$ cat src/rtl/plru_tree_array_if.sv
`default_nettype none
// ============================================================================
// Module      : plru_tree_array_if
// Description : Controller-side bundle for the tree pseudo-LRU state array.
//               master = cache controller, slave = plru_tree_array.
//               Flush : flush_req -> busy, flush_done
//               Touch : touch_valid, touch_index, touch_way
//               Query : query_valid, query_index, valid_mask, lock_mask
//                       -> victim_valid, victim_way, all_locked
// Revision    : 1.0 - initial release
// ============================================================================
interface plru_tree_array_if #(
  parameter int S_INDEX = 3,
  parameter int S_WAY   = 3
);
  localparam int WAYS = 2 ** S_WAY;

  logic               flush_req;
  logic               busy;
  logic               flush_done;
  logic               touch_valid;
  logic [S_INDEX-1:0] touch_index;
  logic [S_WAY-1:0]   touch_way;
  logic               query_valid;
  logic [S_INDEX-1:0] query_index;
  logic [WAYS-1:0]    valid_mask;
  logic [WAYS-1:0]    lock_mask;
  logic               victim_valid;
  logic [S_WAY-1:0]   victim_way;
  logic               all_locked;

  modport master (
    output flush_req, touch_valid, touch_index, touch_way,
           query_valid, query_index, valid_mask, lock_mask,
    input  busy, flush_done, victim_valid, victim_way, all_locked
  );

  modport slave (
    input  flush_req, touch_valid, touch_index, touch_way,
           query_valid, query_index, valid_mask, lock_mask,
    output busy, flush_done, victim_valid, victim_way, all_locked
  );
endinterface
`default_nettype wire

$ cat src/rtl/plru_tree_array.sv
`default_nettype none
// ============================================================================
// Module      : plru_tree_array
// Description : Per-set tree pseudo-LRU replacement state for an N-way
//               set-associative cache. Heap-ordered tree per set; node bit 1
//               steers the victim search into the lower half. Supports lock
//               masks, invalid-way-first choice, same-cycle touch forwarding
//               and a one-set-per-cycle flush sweep.
// Ports       : clk  - clock, rising edge
//               rst  - asynchronous active-low reset
//               bus  - plru_tree_array_if.slave (flush / touch / query)
// Revision    : 1.0 - initial release
// ============================================================================
module plru_tree_array #(
  parameter int S_INDEX = 3,
  parameter int S_WAY   = 3
) (
  input  wire logic        clk,
  input  wire logic        rst,
  plru_tree_array_if.slave bus
);
  localparam int SETS  = 2 ** S_INDEX;
  localparam int WAYS  = 2 ** S_WAY;
  localparam int NODES = WAYS - 1;

  localparam logic [0:0] ST_IDLE  = 1'b0;
  localparam logic [0:0] ST_FLUSH = 1'b1;

  logic [0:0]       state;
  logic [0:0]       state_nxt;
  logic [S_INDEX:0] flush_cnt;
  logic             flush_last;
  logic             flush_done;
  logic             busy;
  logic             flush_we;
  logic             touch_en;
  logic             query_en;

  logic [NODES-1:0] tree_mem [SETS];
  logic [NODES-1:0] touch_old;
  logic [NODES-1:0] touch_new;
  logic [NODES-1:0] query_tree;

  logic             inv_found;
  logic [S_WAY-1:0] inv_way;
  logic [S_WAY-1:0] tree_way;
  logic             sel_all_locked;
  logic [S_WAY-1:0] sel_way;

  logic             victim_valid;
  logic [S_WAY-1:0] victim_way;
  logic             all_locked;

  // --------------------------------------------------------------------------
  // Flush FSM: state register
  // --------------------------------------------------------------------------
  always_ff @(posedge clk or negedge rst) begin
    if (!rst) begin
      state      <= ST_IDLE;
      flush_cnt  <= '0;
      flush_done <= 1'b0;
    end else begin
      state      <= state_nxt;
      flush_done <= (state == ST_FLUSH) && flush_last;
      if (state == ST_FLUSH) begin
        flush_cnt <= flush_last ? '0 : flush_cnt + 1'b1;
      end
    end
  end

  // Flush FSM: next-state logic
  always_comb begin
    state_nxt  = state;
    flush_last = (flush_cnt == (S_INDEX + 1)'(SETS - 1));
    case (state)
      ST_IDLE:  if (bus.flush_req) state_nxt = ST_FLUSH;
      ST_FLUSH: if (flush_last)    state_nxt = ST_IDLE;
      default:  state_nxt = ST_IDLE;
    endcase
  end

  // Flush FSM: outputs. A touch coinciding with flush_req is discarded; a
  // query in that cycle is still served from the pre-flush tree.
  always_comb begin
    busy     = (state == ST_FLUSH);
    flush_we = (state == ST_FLUSH);
    touch_en = (state == ST_IDLE) && bus.touch_valid && !bus.flush_req;
    query_en = (state == ST_IDLE) && bus.query_valid;
  end

  // --------------------------------------------------------------------------
  // Touch: every node on the way's path points away from it. The node at
  // level l, position j lies on the path when the top l way bits equal j.
  // --------------------------------------------------------------------------
  assign touch_old = tree_mem[bus.touch_index];

  for (genvar l = 0; l < S_WAY; l++) begin : g_touch_lvl
    for (genvar j = 0; j < 2 ** l; j++) begin : g_touch_node
      localparam int K = 2 ** l - 1 + j;
      if (l == 0) begin : g_root
        assign touch_new[K] = bus.touch_way[S_WAY-1];
      end else begin : g_inner
        assign touch_new[K] = (32'(bus.touch_way[S_WAY-1 -: l]) == j)
                              ? bus.touch_way[S_WAY-1-l] : touch_old[K];
      end
    end
  end

  // Same-cycle forwarding of an accepted touch into the query.
  assign query_tree = (touch_en && (bus.touch_index == bus.query_index))
                      ? touch_new : tree_mem[bus.query_index];

  // --------------------------------------------------------------------------
  // Tree walk. Each level carries the way prefix chosen so far; the child
  // lock flags say whether a whole subtree is locked, in which case the walk
  // is forced to the sibling subtree.
  // --------------------------------------------------------------------------
  for (genvar l = 0; l < S_WAY; l++) begin : g_walk
    localparam int SPAN = 2 ** (S_WAY - l - 1);
    logic [2**l-1:0]     lvl_nodes;
    logic [2**(l+1)-1:0] child_lock;
    logic                node_bit;
    logic                go_lower;
    logic [l:0]          pfx;

    assign lvl_nodes = query_tree[2**l-1 +: 2**l];

    for (genvar j = 0; j < 2 ** (l + 1); j++) begin : g_child
      assign child_lock[j] = &bus.lock_mask[j*SPAN +: SPAN];
    end

    if (l == 0) begin : g_root
      assign node_bit = lvl_nodes[0];
      assign go_lower = node_bit ? !child_lock[0] : child_lock[1];
      assign pfx      = !go_lower;
    end else begin : g_inner
      assign node_bit = lvl_nodes[g_walk[l-1].pfx];
      assign go_lower = node_bit ? !child_lock[{g_walk[l-1].pfx, 1'b0}]
                                 :  child_lock[{g_walk[l-1].pfx, 1'b1}];
      assign pfx      = {g_walk[l-1].pfx, !go_lower};
    end
  end

  assign tree_way = g_walk[S_WAY-1].pfx;

  // Lowest-index unlocked invalid way (scan downward so the lowest wins).
  always_comb begin
    inv_found = 1'b0;
    inv_way   = '0;
    for (int w = WAYS - 1; w >= 0; w--) begin
      if (!bus.valid_mask[w] && !bus.lock_mask[w]) begin
        inv_found = 1'b1;
        inv_way   = S_WAY'(w);
      end
    end
  end

  always_comb begin
    sel_all_locked = &bus.lock_mask;
    if (sel_all_locked) sel_way = '0;
    else if (inv_found) sel_way = inv_way;
    else                sel_way = tree_way;
  end

  // --------------------------------------------------------------------------
  // Tree storage
  // --------------------------------------------------------------------------
  always_ff @(posedge clk or negedge rst) begin
    if (!rst) begin
      for (int s = 0; s < SETS; s++) tree_mem[s] <= '1;
    end else if (flush_we) begin
      tree_mem[flush_cnt[S_INDEX-1:0]] <= '1;
    end else if (touch_en) begin
      tree_mem[bus.touch_index] <= touch_new;
    end
  end

  // Registered victim result, held until the next accepted query.
  always_ff @(posedge clk or negedge rst) begin
    if (!rst) begin
      victim_valid <= 1'b0;
      victim_way   <= '0;
      all_locked   <= 1'b0;
    end else begin
      victim_valid <= query_en;
      if (query_en) begin
        victim_way <= sel_way;
        all_locked <= sel_all_locked;
      end
    end
  end

  assign bus.busy         = busy;
  assign bus.flush_done   = flush_done;
  assign bus.victim_valid = victim_valid;
  assign bus.victim_way   = victim_way;
  assign bus.all_locked   = all_locked;
endmodule
`default_nettype wire
$ cat src/flat_wrapper.sv
// flat-port wrapper written by rule: the top's interface ports become plain ports
module plru_tree_array_flat 
#(
  parameter int S_INDEX = 3,
  parameter int S_WAY   = 3
)
  (clk, rst, bus_flush_req, bus_touch_valid, bus_touch_index, bus_touch_way, bus_query_valid, bus_query_index, bus_valid_mask, bus_lock_mask, bus_busy, bus_flush_done, bus_victim_valid, bus_victim_way, bus_all_locked);
  plru_tree_array_if #(.S_INDEX(S_INDEX), .S_WAY(S_WAY)) bus_i ();
  input  wire logic clk;
  input  wire logic rst;
  input wire logic [$bits(bus_i.flush_req)-1:0] bus_flush_req;
  input wire logic [$bits(bus_i.touch_valid)-1:0] bus_touch_valid;
  input wire logic [$bits(bus_i.touch_index)-1:0] bus_touch_index;
  input wire logic [$bits(bus_i.touch_way)-1:0] bus_touch_way;
  input wire logic [$bits(bus_i.query_valid)-1:0] bus_query_valid;
  input wire logic [$bits(bus_i.query_index)-1:0] bus_query_index;
  input wire logic [$bits(bus_i.valid_mask)-1:0] bus_valid_mask;
  input wire logic [$bits(bus_i.lock_mask)-1:0] bus_lock_mask;
  output wire logic [$bits(bus_i.busy)-1:0] bus_busy;
  output wire logic [$bits(bus_i.flush_done)-1:0] bus_flush_done;
  output wire logic [$bits(bus_i.victim_valid)-1:0] bus_victim_valid;
  output wire logic [$bits(bus_i.victim_way)-1:0] bus_victim_way;
  output wire logic [$bits(bus_i.all_locked)-1:0] bus_all_locked;
  assign bus_i.flush_req = bus_flush_req;
  assign bus_i.touch_valid = bus_touch_valid;
  assign bus_i.touch_index = bus_touch_index;
  assign bus_i.touch_way = bus_touch_way;
  assign bus_i.query_valid = bus_query_valid;
  assign bus_i.query_index = bus_query_index;
  assign bus_i.valid_mask = bus_valid_mask;
  assign bus_i.lock_mask = bus_lock_mask;
  assign bus_busy = bus_i.busy;
  assign bus_flush_done = bus_i.flush_done;
  assign bus_victim_valid = bus_i.victim_valid;
  assign bus_victim_way = bus_i.victim_way;
  assign bus_all_locked = bus_i.all_locked;
  plru_tree_array #(.S_INDEX(S_INDEX), .S_WAY(S_WAY)) u_core (.clk(clk), .rst(rst), .bus(bus_i));
endmodule
$ cat config.mk
export PLATFORM = sky130hd
export DESIGN_NAME = plru_tree_array_flat
export DESIGN_NICKNAME = d
export VERILOG_FILES = /design/src/rtl/plru_tree_array_if.sv /design/src/rtl/plru_tree_array.sv /design/src/flat_wrapper.sv
export SDC_FILE = /design/constraint.sdc
export NUM_CORES = 1
export LEC_CHECK = 0
export BUFFER_PORTS_ARGS = -buffer_cell sky130_fd_sc_hd__buf_4
export CORE_MARGIN = 3
export CORE_UTILIZATION = 55
export DETAILED_ROUTE_END_ITERATION = 8
export PLACE_DENSITY = 0.72
export SLEW_MARGIN = 10
export SYNTH_ARGS = -nofsm -noshare
export SYNTH_HDL_FRONTEND = slang
export SYNTH_SLANG_ARGS = --single-unit
$ cat constraint.sdc
create_clock -name clk -period 4.5 [get_ports clk]
set_input_delay 0.45 -clock clk [delete_from_list [all_inputs] [get_ports clk]]
set_output_delay 0.45 -clock clk [all_outputs]
set_load 0.05 [all_outputs]
# Yosys cells after proc, flatten, opt, wreduce, memory -nomap -nowiden
# Cells that the tools add are included.
# word_totals
romBits	0
memories	0
register_bits	67
output_inout_bits	7
in_bits	30
ram_bits	0
latch_bits	0
# classes
multipliers	0
n_reduce_logical	47
bitwise_logic	5
n_div	0
shifts	0
add_sub_neg	1
eq_ne	5
muxes	57
magnitude_cmp	11
# ops
operator	count
$mux 56	2
$bwmux 56	1
$or 56x56->56	1
$mux 7	7
$bmux 7 s3	2
$demux 7 s3	2
$mux 3	10
$mux 1	28
$logic_not 1->1	23
$logic_and 1x1->1	15
$ge 4x4->1 const B	3
$not 3->4	3
$lt 2x3->1 const B	3
$lt 3x4->1 const B	2
$lt 4x1->1 const B	2
$reduce_and 2->1	4
$reduce_and 4->1	2
$reduce_and 8->1	1
$bmux 1 s2	3
$add 4x1->4 const B	1
$eq 2x2->1 const B	2
$eq 4x3->1 const B	1
$mux 4	1
$eq 3x3->1	1
6 further kinds	6

# Longest topological paths before layout
# Gate-level depths: netlist of run 1.
# depth
ltp_word	20
mapped_depth	10
depth_no_buf	8

# Worst setup path after synthesis of run 1
# No wires, ideal clock.
# synth_path
path_type	flip-flop to flip-flop
startpoint	register u_core.state (netlist: u_core.bus.busy)
endpoint	register u_core.victim_way[0] (netlist: u_core.bus.victim_way[0])
arrival_time_ns	2.781
required_time_ns	4.406
setup_slack_ns	1.625
stages_incl_launch_ff	10
setup_time_ns	0.094
path_buffers	1
cell_sequence	dfrtp_1 > or3b_4 > or4b_1 > buf_2 > nand4_1 > a211oi_1 > a31oi_1 > mux2i_1 > nor4_1 > a211oi_1
# synth_between
elab_chain_len	18
elab_cells_between_ends	28
cone_classes	mux (18); bitwise (1); reduce/logical (9)
# synth_rtl
item	line	source
start: declaration	plru_tree_array.sv:29	logic [0:0] state;
start signal: assignment	plru_tree_array.sv:63	state <= state_nxt;
$not 1->1 *	n/a	
$logic_and 1x1->1 (2 in a row)	plru_tree_array.sv:87	touch_en = (state == ST_IDLE) && bus.touch_valid && !bus.flush_req;
$logic_and 1x1->1	plru_tree_array.sv:110	assign query_tree = (touch_en && (bus.touch_index == bus.query_index))
$mux 7	plru_tree_array.sv:111	? touch_new : tree_mem[bus.query_index];
$mux 1	plru_tree_array.sv:134	assign go_lower = node_bit ? !child_lock[0] : child_lock[1];
$mux 1 (not written as such) (2 in a row)	plru_tree_array.sv:138	assign go_lower = node_bit ? !child_lock[{g_walk[l-1].pfx, 1'b0}]
$logic_not 1->1	plru_tree_array.sv:138	
$mux 1	plru_tree_array.sv:138	
$logic_not 1->1	plru_tree_array.sv:140	assign pfx = {g_walk[l-1].pfx, !go_lower};
$bmux 1 s2	plru_tree_array.sv:138	
$mux 1 (not written as such)	plru_tree_array.sv:138	
$logic_not 1->1	plru_tree_array.sv:138	
$mux 1	plru_tree_array.sv:138	
$logic_not 1->1	plru_tree_array.sv:140	
$mux 3	plru_tree_array.sv:161	else if (inv_found) sel_way = inv_way;
$mux 3	plru_tree_array.sv:160	if (sel_all_locked) sel_way = '0;
end signal: assignment	plru_tree_array.sv:187	victim_way <= sel_way;
end: declaration	plru_tree_array.sv:51	logic [S_WAY-1:0] victim_way;
# Every way passes the cells marked *; elsewhere a longest branch is shown, timed or not. The select of a mux whose other input is x is not followed.
# A chain may end at the register's enable or synchronous reset.

# Final worst setup path of run 1
# layout_path
startpoint	register u_core.state (netlist: u_core.bus.busy)
endpoint	register u_core.victim_way[1] (netlist: u_core.bus.victim_way[1])
# layout_between
elab_chain_len	13
elab_cells_between_ends	18
cone_classes	mux (11); bitwise (1); reduce/logical (6)
# layout_rtl
item	line
$not 1->1 *	n/a
$logic_and 1x1->1 (2 in a row)	plru_tree_array.sv:87
$logic_and 1x1->1	plru_tree_array.sv:110
$mux 7	plru_tree_array.sv:111
$mux 1	plru_tree_array.sv:134
$mux 1 (not written as such) (2 in a row)	plru_tree_array.sv:138
$logic_not 1->1	plru_tree_array.sv:138
$mux 1	plru_tree_array.sv:138
$logic_not 1->1	plru_tree_array.sv:140
$mux 3	plru_tree_array.sv:161
$mux 3	plru_tree_array.sv:160
# Marked as above.

==> results of run 1 <==
-- registers in the layout, summed over array words and instances (netlist names) --
signal,flops
u_core.bus.all_locked,1
u_core.bus.busy,1
u_core.bus.flush_done,1
u_core.bus.victim_valid,1
u_core.bus.victim_way,3
u_core.flush_cnt,4
u_core.tree_mem,56
-- area by class of cell --
class	count	area, um2	area share
Clock buffer	12	145	0.0325
Tap cell	96	120	0.0269
Sequential cell	67	1750	0.391
Inverter	7	26.3	0.00588
Clock inverter	4	50.0	0.0112
Multi-Input combinational cell	287	2090	0.469
Timing Repair Buffer	38	285	0.0639
-- worst max-delay path, cell delays in order, from the launching register on --
cell and delay, ps:
dfrtp_1 510, or3b_4 490, or4b_1 620, nand4_1 200
a211oi_1 100, a31oi_1 410, mux2i_1 290, nor2_1 70
o31ai_1 220
-- placed cells by master, fill, tap and decap left out, types with 10 or more instances in the layout --
cell	netlist	layout
dfstp_2	56	56
nor2_1	49	49
buf_4	0	38
a21oi_1	28	28
o22a_1	28	28
nand2_1	24	24
mux4_2	17	17
mux2i_1	13	13
nand2b_1	12	12
dfrtp_1	11	11
nor3_1	10	10
clkbuf_8	0	10
-- routing by layer --
| metal | global-route usage | routed length (um) | up-vias | share of wire |
|---|---|---|---|---|
| li1 | - | - | 1511 | - |
| met1 | 0.383 | 4680 | 1670 | 0.44 |
| met2 | 0.396 | 4680 | 166 | 0.44 |
| met3 | 0.0883 | 992 | 27 | 0.092 |
| met4 | 0.117 | 384 | 0 | 0.036 |
| met5 | 0 | 0 | - | 0 |
-- cells by family after synthesis --
group | synth area share
AO/OA/AOI/OAI | 0.219
AND/OR/NAND/NOR | 0.146
flip-flops | 0.443
multiplexers | 0.153
XOR/XNOR | 0.00888
buffers and inverters | 0.0269
adder cells (fa/ha/maj) | 0.00317
-- power groups by stage --
stage | combinational [W] | clock, W | sequential (W)
floorplan | 0.000382 | 0 | 0.000919
global placement | 0.000651 | 0 | 0.000865
detailed placement | 0.000660 | 0 | 0.000869
CTS | 0.000663 | 0.000511 | 0.000860
global route | 0.000718 | 0.000538 | 0.000880
finish | 0.000664 | 0.000500 | 0.000864
-- worst min path at each step --
stage	depth (start not counted)	slack, ps	end	start
after floorplan	0	150	u_core.bus.all_locked	rst
after global placement	1	470	u_core.bus.victim_way[2]	u_core.bus.victim_way[2]
after detailed placement	1	480	u_core.bus.victim_way[2]	u_core.bus.victim_way[2]
after CTS	1	220	u_core.bus.victim_way[1]	rst
after global routing	1	250	u_core.bus.victim_valid	rst
final	1	180	u_core.flush_cnt[0]	rst
-- synthesized netlist by cell type, types with 3 or more instances --
| cell type | instances |
|---|---|
| nand2_1 | 24 |
| o22a_1 | 28 |
| nor3_1 | 10 |
| o22ai_1 | 7 |
| a211oi_1 | 3 |
| o21ai_0 | 9 |
| o31ai_1 | 6 |
| mux2_2 | 8 |
| a21o_1 | 3 |
| clkbuf_1 | 11 |
| nand3_1 | 5 |
| a31oi_1 | 7 |
| mux2i_1 | 13 |
| o221ai_1 | 3 |
| nand2b_1 | 12 |
| buf_2 | 7 |
| a21oi_1 | 28 |
| nor2_1 | 49 |
| mux4_2 | 17 |
| o21ai_1 | 5 |
| nor4_1 | 3 |
| dfrtp_1 | 11 |
| dfstp_2 | 56 |
| inv_1 | 7 |
| nor2b_1 | 5 |
-- through the flow --
stage	instances	worst slack [ps]	instance area [um2]
after floorplan	380	1630	3950
after global placement	495	1540	4270
after detailed placement	495	1490	4270
after CTS	511	1490	4470
after global routing	511	1290	4470
final	511	1500	4470
==> results_dict.tcl, run 1 <==
set metrics [dict create \
    grt_usage 0.276 \
    die_h_um 90.7 \
    h-tree-depth 3 \
    worstReg2RegEnd "u_core.bus.victim_way[1]" \
    vias 3374 \
    clk_pin_slew_ps 70 \
    cts_tree "built" \
    drive_above_1_share 0.337 \
    worstPathRequired_ps 4770 \
    worstSkewPairLatency_ps 360 \
    start_util 0.574 \
    viasPerCell 6.60 \
    finalClockSkew_ps 8.78 \
    antenna_cells 0 \
    synthFlopType "dfstp_2" \
    ys_seq_area_frac 0.443 \
    p_int_w 0.00129 \
    grt_max_degree 68 \
    dp_hpwl_um 7620 \
    globalplace.congestion 0.867 \
    drt_pre_antenna_iters 5 \
    pwr-share-clk 0.247 \
    finalPower_w 0.00203 \
    yosys.area.top_type_share 0.373 \
    syn_inst 380 \
    reg2reg_from "u_core.bus.busy" \
    finalSetupTns_ps 0 \
    first_iter_violations 368 \
    p_sw_frac 0.366 \
    synth.area.top_cells "dfstp_2, mux4_2, dfrtp_1" \
    p_switching_w 0.000742 \
    clockBufferDepth 2 \
    synth_area_leader_cell "dfstp_2" \
    pwr-share-comb 0.327 \
    slew_headroom 0.221 \
    cts.sinks 67 \
    ys_warn_count 0 \
    drv_cap 0 \
    start_kind "flip-flop" \
    synth_fp_nets 411 \
    io_pins 37 \
    crit_start "u_core.bus.busy" \
    rsz0062_at_grt "no" \
    nNetsFinal 441 \
    ys_types 54 \
    drc_errors 0 \
    async_reset_ff_frac 1.00 \
    whs_ps 183 \
    hold_violations 0 \
    hold_path.class "in -> async" \
    area_delta_synth_final_pct 13.2 \
    post-route-period-util 0.667 \
    cts_buffers 9 \
    cts-root-buf "clkbuf_8" \
    ir_drop_mv 0.291 \
    maxSlewViolCount 0 \
    fmaxAchievable_mhz 333 \
    worst_pin_slew_ps 1160 \
    ys_ff_latch 67 \
    postLayoutCoreUtil 0.650 \
    fillers 574 \
    die-area_um2 8230 \
    num_rows 30 \
    p_seq_frac 0.426 \
    overflow 0 \
    grt_first_pass_wirelength_um 17700 \
    ctsResizeCount 0 \
    synth_edf_count 0 \
    worst-path-max-fanout 9 \
    end_kind "flip-flop" \
    arrival_ps 3270 \
    syn_area_per_cell_um2 10.4 \
    ctsHoldBuffers 0 \
    antenna_found_initial 0 \
    status "completed" \
    final_antenna_net_count 0 \
    powerDensity_nw_per_um2 454 \
    die_w_um 90.7 \
    crit_type "reg -> reg" \
    first_global_vias 3348 \
    setup_viol 0 \
    cp-endpoint "u_core.bus.victim_way[1]" \
    fin_crit_ps 3000 \
    cts_setup_buffers 0 \
    wl_um 10700 \
    detail_route.wl_per_cell_um 21.0 \
    core_um2 6870 \
    r2r_cells 8 \
    syn_area_um2 3950 \
    placement.io_buffers 36 \
    rrSetupSlack_ps 1500 \
    p_leak_nw 1.68 \
]
Power figures use the tool's default switching activity.
==> run 2: changes to the inputs <==
Clock period 4.5 ns to 2.9 ns, I/O delays scaled along.
==> results_dict.tcl, run 2 (same netlist as run 1, synthesis figures left out) <==
set metrics [dict create \
    status "completed" \
    cts-root-buf "clkbuf_8" \
    end_kind "flip-flop" \
    start_util 0.574 \
    worst_pin_slew_ps 877 \
    crit_path_max_incr_delay_ps 570 \
    finalWorstSetupSlack_ps 247 \
    placement.io_buffers 36 \
    die_w_um 90.7 \
    layout_commonest_cell "dfstp_2" \
    cp-endpoint "u_core.bus.victim_way[0]" \
    largest_register_ffs 56 \
    r2r_cells 8 \
    worst-path-max-fanout 6 \
    crit_start "u_core.bus.busy" \
    powerDensity_nw_per_um2 683 \
    ir_drop_mv 0.512 \
    stdcell_count 522 \
    clk_pin_slew_ps 80 \
    num_rows 30 \
    hold_path.class "in -> async" \
    drt_pre_antenna_iters 7 \
    grt_first_pass_wirelength_um 18000 \
    finalPower_w 0.00309 \
    rrSetupSlack_ps 250 \
    worstPathRequired_ps 3160 \
    top_regs "u_core.tree_mem (56), u_core.flush_cnt (4), u_core.bus.victim_way (3)" \
    h-tree-depth 3 \
    rsz0062_at_grt "no" \
    worstReg2RegEnd "u_core.bus.victim_way[0]" \
    slew_headroom 0.412 \
    grt_usage 0.279 \
    ctsHoldBuffers 0 \
    die_h_um 90.7 \
    postLayoutCoreUtil 0.659 \
    reg2reg_from "u_core.bus.busy" \
    first_global_vias 3434 \
    hold_violations 0 \
    post-route-period-util 0.915 \
    maxSlewViolCount 0 \
    die-area_um2 8230 \
    fmaxAchievable_mhz 377 \
    clockBufferDepth 2 \
    p_leak_nw 1.72 \
    crit_type "reg -> reg" \
    regMostFlops "u_core.tree_mem" \
    antenna_cells 0 \
    viasPerCell 6.63 \
    cts.sinks 67 \
    area_delta_synth_final_pct 14.6 \
    arrival_ps 2910 \
    setup_viol 0 \
    drc_errors 0 \
    cp_slowest_cell "or4b_4" \
    nNetsFinal 452 \
    drive_above_1_share 0.359 \
    dp_cells 505 \
    dp_hpwl_um 7970 \
    overflow 0 \
    finalSetupTns_ps 0 \
    cts_tree "built" \
    vias 3463 \
    grt_max_degree 68 \
    detail_route.wl_per_cell_um 21.0 \
    finalClockSkew_ps 12.9 \
    crit_chain "or3b_4 -> or4b_4 -> nand4_1 -> a21bo_2 -> a31oi_1 -> and3_1 -> a311o_1 -> a211oi_1" \
    most-common-layout-cells "dfstp_2, nor2_1, buf_4" \
    fin_crit_ps 2650 \
    cts_buffers 9 \
    core_um2 6870 \
    start_kind "flip-flop" \
    antenna_found_initial 0 \
    io_pins 37 \
    final_antenna_net_count 0 \
    worstSkewPairLatency_ps 350 \
    first_iter_violations 354 \
    wl_um 11000 \
    place_ws_ps 171 \
    drv_cap 0 \
    globalplace.congestion 0.905 \
]
==> run 2: worst min-delay path by stage <==
| stage | startpoint | endpoint | slack (ps) | cells after the start |
|---|---|---|---|---|
| 6_report | rst | u_core.bus.victim_valid | 30 | 1 |
| 5_1_grt | rst | u_core.bus.victim_valid | 100 | 1 |
| 4_1_cts | rst | u_core.bus.victim_valid | 70 | 1 |
| 3_5_place_dp | rst | u_core.bus.victim_valid | 440 | 1 |
| 3_3_place_gp | rst | u_core.bus.victim_valid | 440 | 1 |
| 2_1_floorplan | rst | u_core.bus.all_locked | -6 | 0 |
==> run 2: stage by stage <==
step	instance area, um2	hold WS, ps
after floorplan	3950	-5.59
after global placement	4350	441
after detailed placement	4350	443
after CTS	4510	66.9
after global routing	4520	102
final	4520	33.4
==> run 2: critical path, delay by kind of cell, from the launching register on <==
family,cells,cell delay (ps)
simple gates,4,1380
flops,1,370
compound gates,4,810
==> run 2: area by class of cell <==
cell class,count,area [um2]
Fill cell,583,2340
Multi-Input combinational cell,287,2100
Sequential cell,67,1750
Timing Repair Buffer,49,368
Clock buffer,11,131
Tap cell,96,120
Clock inverter,5,30.0
Inverter,7,26.3
==> run 2: per-layer routing <==
metal | vias to the layer above | wire length, um | track usage
li1 | 1530 | - | -
met1 | 1742 | 4600 | 0.385
met2 | 160 | 5200 | 0.426
met3 | 31 | 829 | 0.0517
met4 | 0 | 344 | 0.135
met5 | - | 0 | 0
==> run 2: power breakdown <==
group / switching [W] / internal (W)
Clock: 0.000370 / 0.000306
Sequential: 0.000140 / 0.00118
Combinational: 0.000663 / 0.000435
==> run 2: timing repair <==
action	in CTS	in global routing
setup buffers	0	1
endpoints found under the setup margin	0	1
gates resized for setup	0	2
==> run 3: changes to the inputs <==
Settings changed: CELL_PAD_IN_SITES_DETAIL_PLACEMENT from default to 1, CELL_PAD_IN_SITES_GLOBAL_PLACEMENT from default to 1, CORE_UTILIZATION 55 to 47, PLACE_DENSITY 0.72 to 0.77.
==> results_dict.tcl, run 3 (same netlist as run 1, synthesis figures left out) <==
set metrics [dict create \
    status "completed" \
    die_w_um 97.6 \
    post-route-period-util 0.931 \
    end_kind "flip-flop" \
    clockBufferDepth 2 \
    final_antenna_net_count 0 \
    slew_headroom 0.423 \
    nNetsFinal 453 \
    cts-root-buf "clkbuf_8" \
    dp_hpwl_um 9200 \
    die_h_um 97.6 \
    grt_max_degree 68 \
    drc_errors 0 \
    r2r_cells 8 \
    core_um2 7930 \
    wl_um 12600 \
    antenna_cells 0 \
    hold_violations 0 \
    detail_route.wl_per_cell_um 23.8 \
    worstSkewPairLatency_ps 350 \
    finalClockSkew_ps 13.7 \
    drv_cap 0 \
    grt_first_pass_wirelength_um 20400 \
    ctsHoldBuffers 0 \
    hold_path.class "in -> async" \
    fin_crit_ps 2700 \
    arrival_ps 2970 \
    first_iter_violations 239 \
    finalSetupTns_ps 0 \
    die-area_um2 9530 \
    worst_pin_slew_ps 865 \
    worst-path-max-fanout 6 \
    placement.io_buffers 36 \
    cts_buffers 9 \
    antenna_found_initial 0 \
    vias 3478 \
    most-common-layout-cells "dfstp_2, buf_4, nor2_1" \
    finalWorstSetupSlack_ps 202 \
    drive_above_1_share 0.365 \
    top_regs "u_core.tree_mem (56), u_core.flush_cnt (4), u_core.bus.victim_way (3)" \
    largest_register_ffs 56 \
    start_util 0.498 \
    crit_type "reg -> reg" \
    ir_drop_mv 0.468 \
    first_global_vias 3685 \
    start_kind "flip-flop" \
    worstPathRequired_ps 3170 \
    globalplace.congestion 0.930 \
    rsz0062_at_grt "no" \
    powerDensity_nw_per_um2 712 \
    layout_commonest_cell "dfstp_2" \
    fmaxAchievable_mhz 371 \
    cts.sinks 67 \
    h-tree-depth 3 \
    regMostFlops "u_core.tree_mem" \
    drt_pre_antenna_iters 4 \
    ctsResizeCount 0 \
    grt_usage 0.271 \
    io_pins 37 \
    setup_viol 0 \
    viasPerCell 6.57 \
    clk_pin_slew_ps 80 \
    place_ws_ps 122 \
    overflow 0 \
    area_delta_synth_final_pct 16.3 \
    maxSlewViolCount 0 \
    num_rows 32 \
    cts_setup_buffers 0 \
    cts_tree "built" \
    p_leak_nw 1.75 \
]
-- run 3: cell type report --
class	count	area, um2
Clock inverter	4	50.0
Multi-Input combinational cell	287	2110
Timing Repair Buffer	50	375
Sequential cell	67	1750
Fill cell	864	3340
Tap cell	102	128
Clock buffer	12	155
Inverter	7	26.3
-- run 3: final timing paths --
kind                                             to                startpoint  slack (ps)
max reg2reg                u_core.bus.victim_way[0]           u_core.bus.busy         200
min                           u_core.bus.all_locked                       rst          40
min in group clk                    u_core.bus.busy             bus_flush_req         200
max                        u_core.bus.victim_way[0]           u_core.bus.busy         200
max in group asynchronous  u_core.bus.victim_way[1]                       rst        2280
min reg2reg                u_core.bus.victim_way[2]  u_core.bus.victim_way[2]         500
-- run 3: worst max-delay path, stage by stage (launching register included) --
cell and delay, ps:
dfrtp_1 390, or3b_4 440, or4b_4 580, nand4_1 190, a21bo_2 180, a31oi_1 120
and3_1 190, a311o_1 310, a211oi_1 220
-- run 3: metrics by stage --
stage	total power [W]	cell area (um2)	util	cells	hold WS [ps]
4_1_cts	0.00328	4570	0.577	529	76.0
5_1_grt	0.00344	4590	0.579	529	101
3_5_place_dp	0.00244	4370	0.551	513	459
2_1_floorplan	0.00202	3950	-	380	-5.59
6_report	0.00327	4590	0.579	529	42.8
3_3_place_gp	0.00240	4370	0.551	513	443
-- run 3: layer usage --
metal	routed length (um)	part of all wire	track usage
met2	5880	0.47	0.419
met5	0	0	0
met4	370	0.029	0.102
met1	5550	0.44	0.377
met3	791	0.063	0.0560
-- run 3: power by group --
group          internal, W  switching [W]
clock network     0.000443       0.000382
logic             0.000436       0.000681
registers          0.00118       0.000149
total              0.00206        0.00121
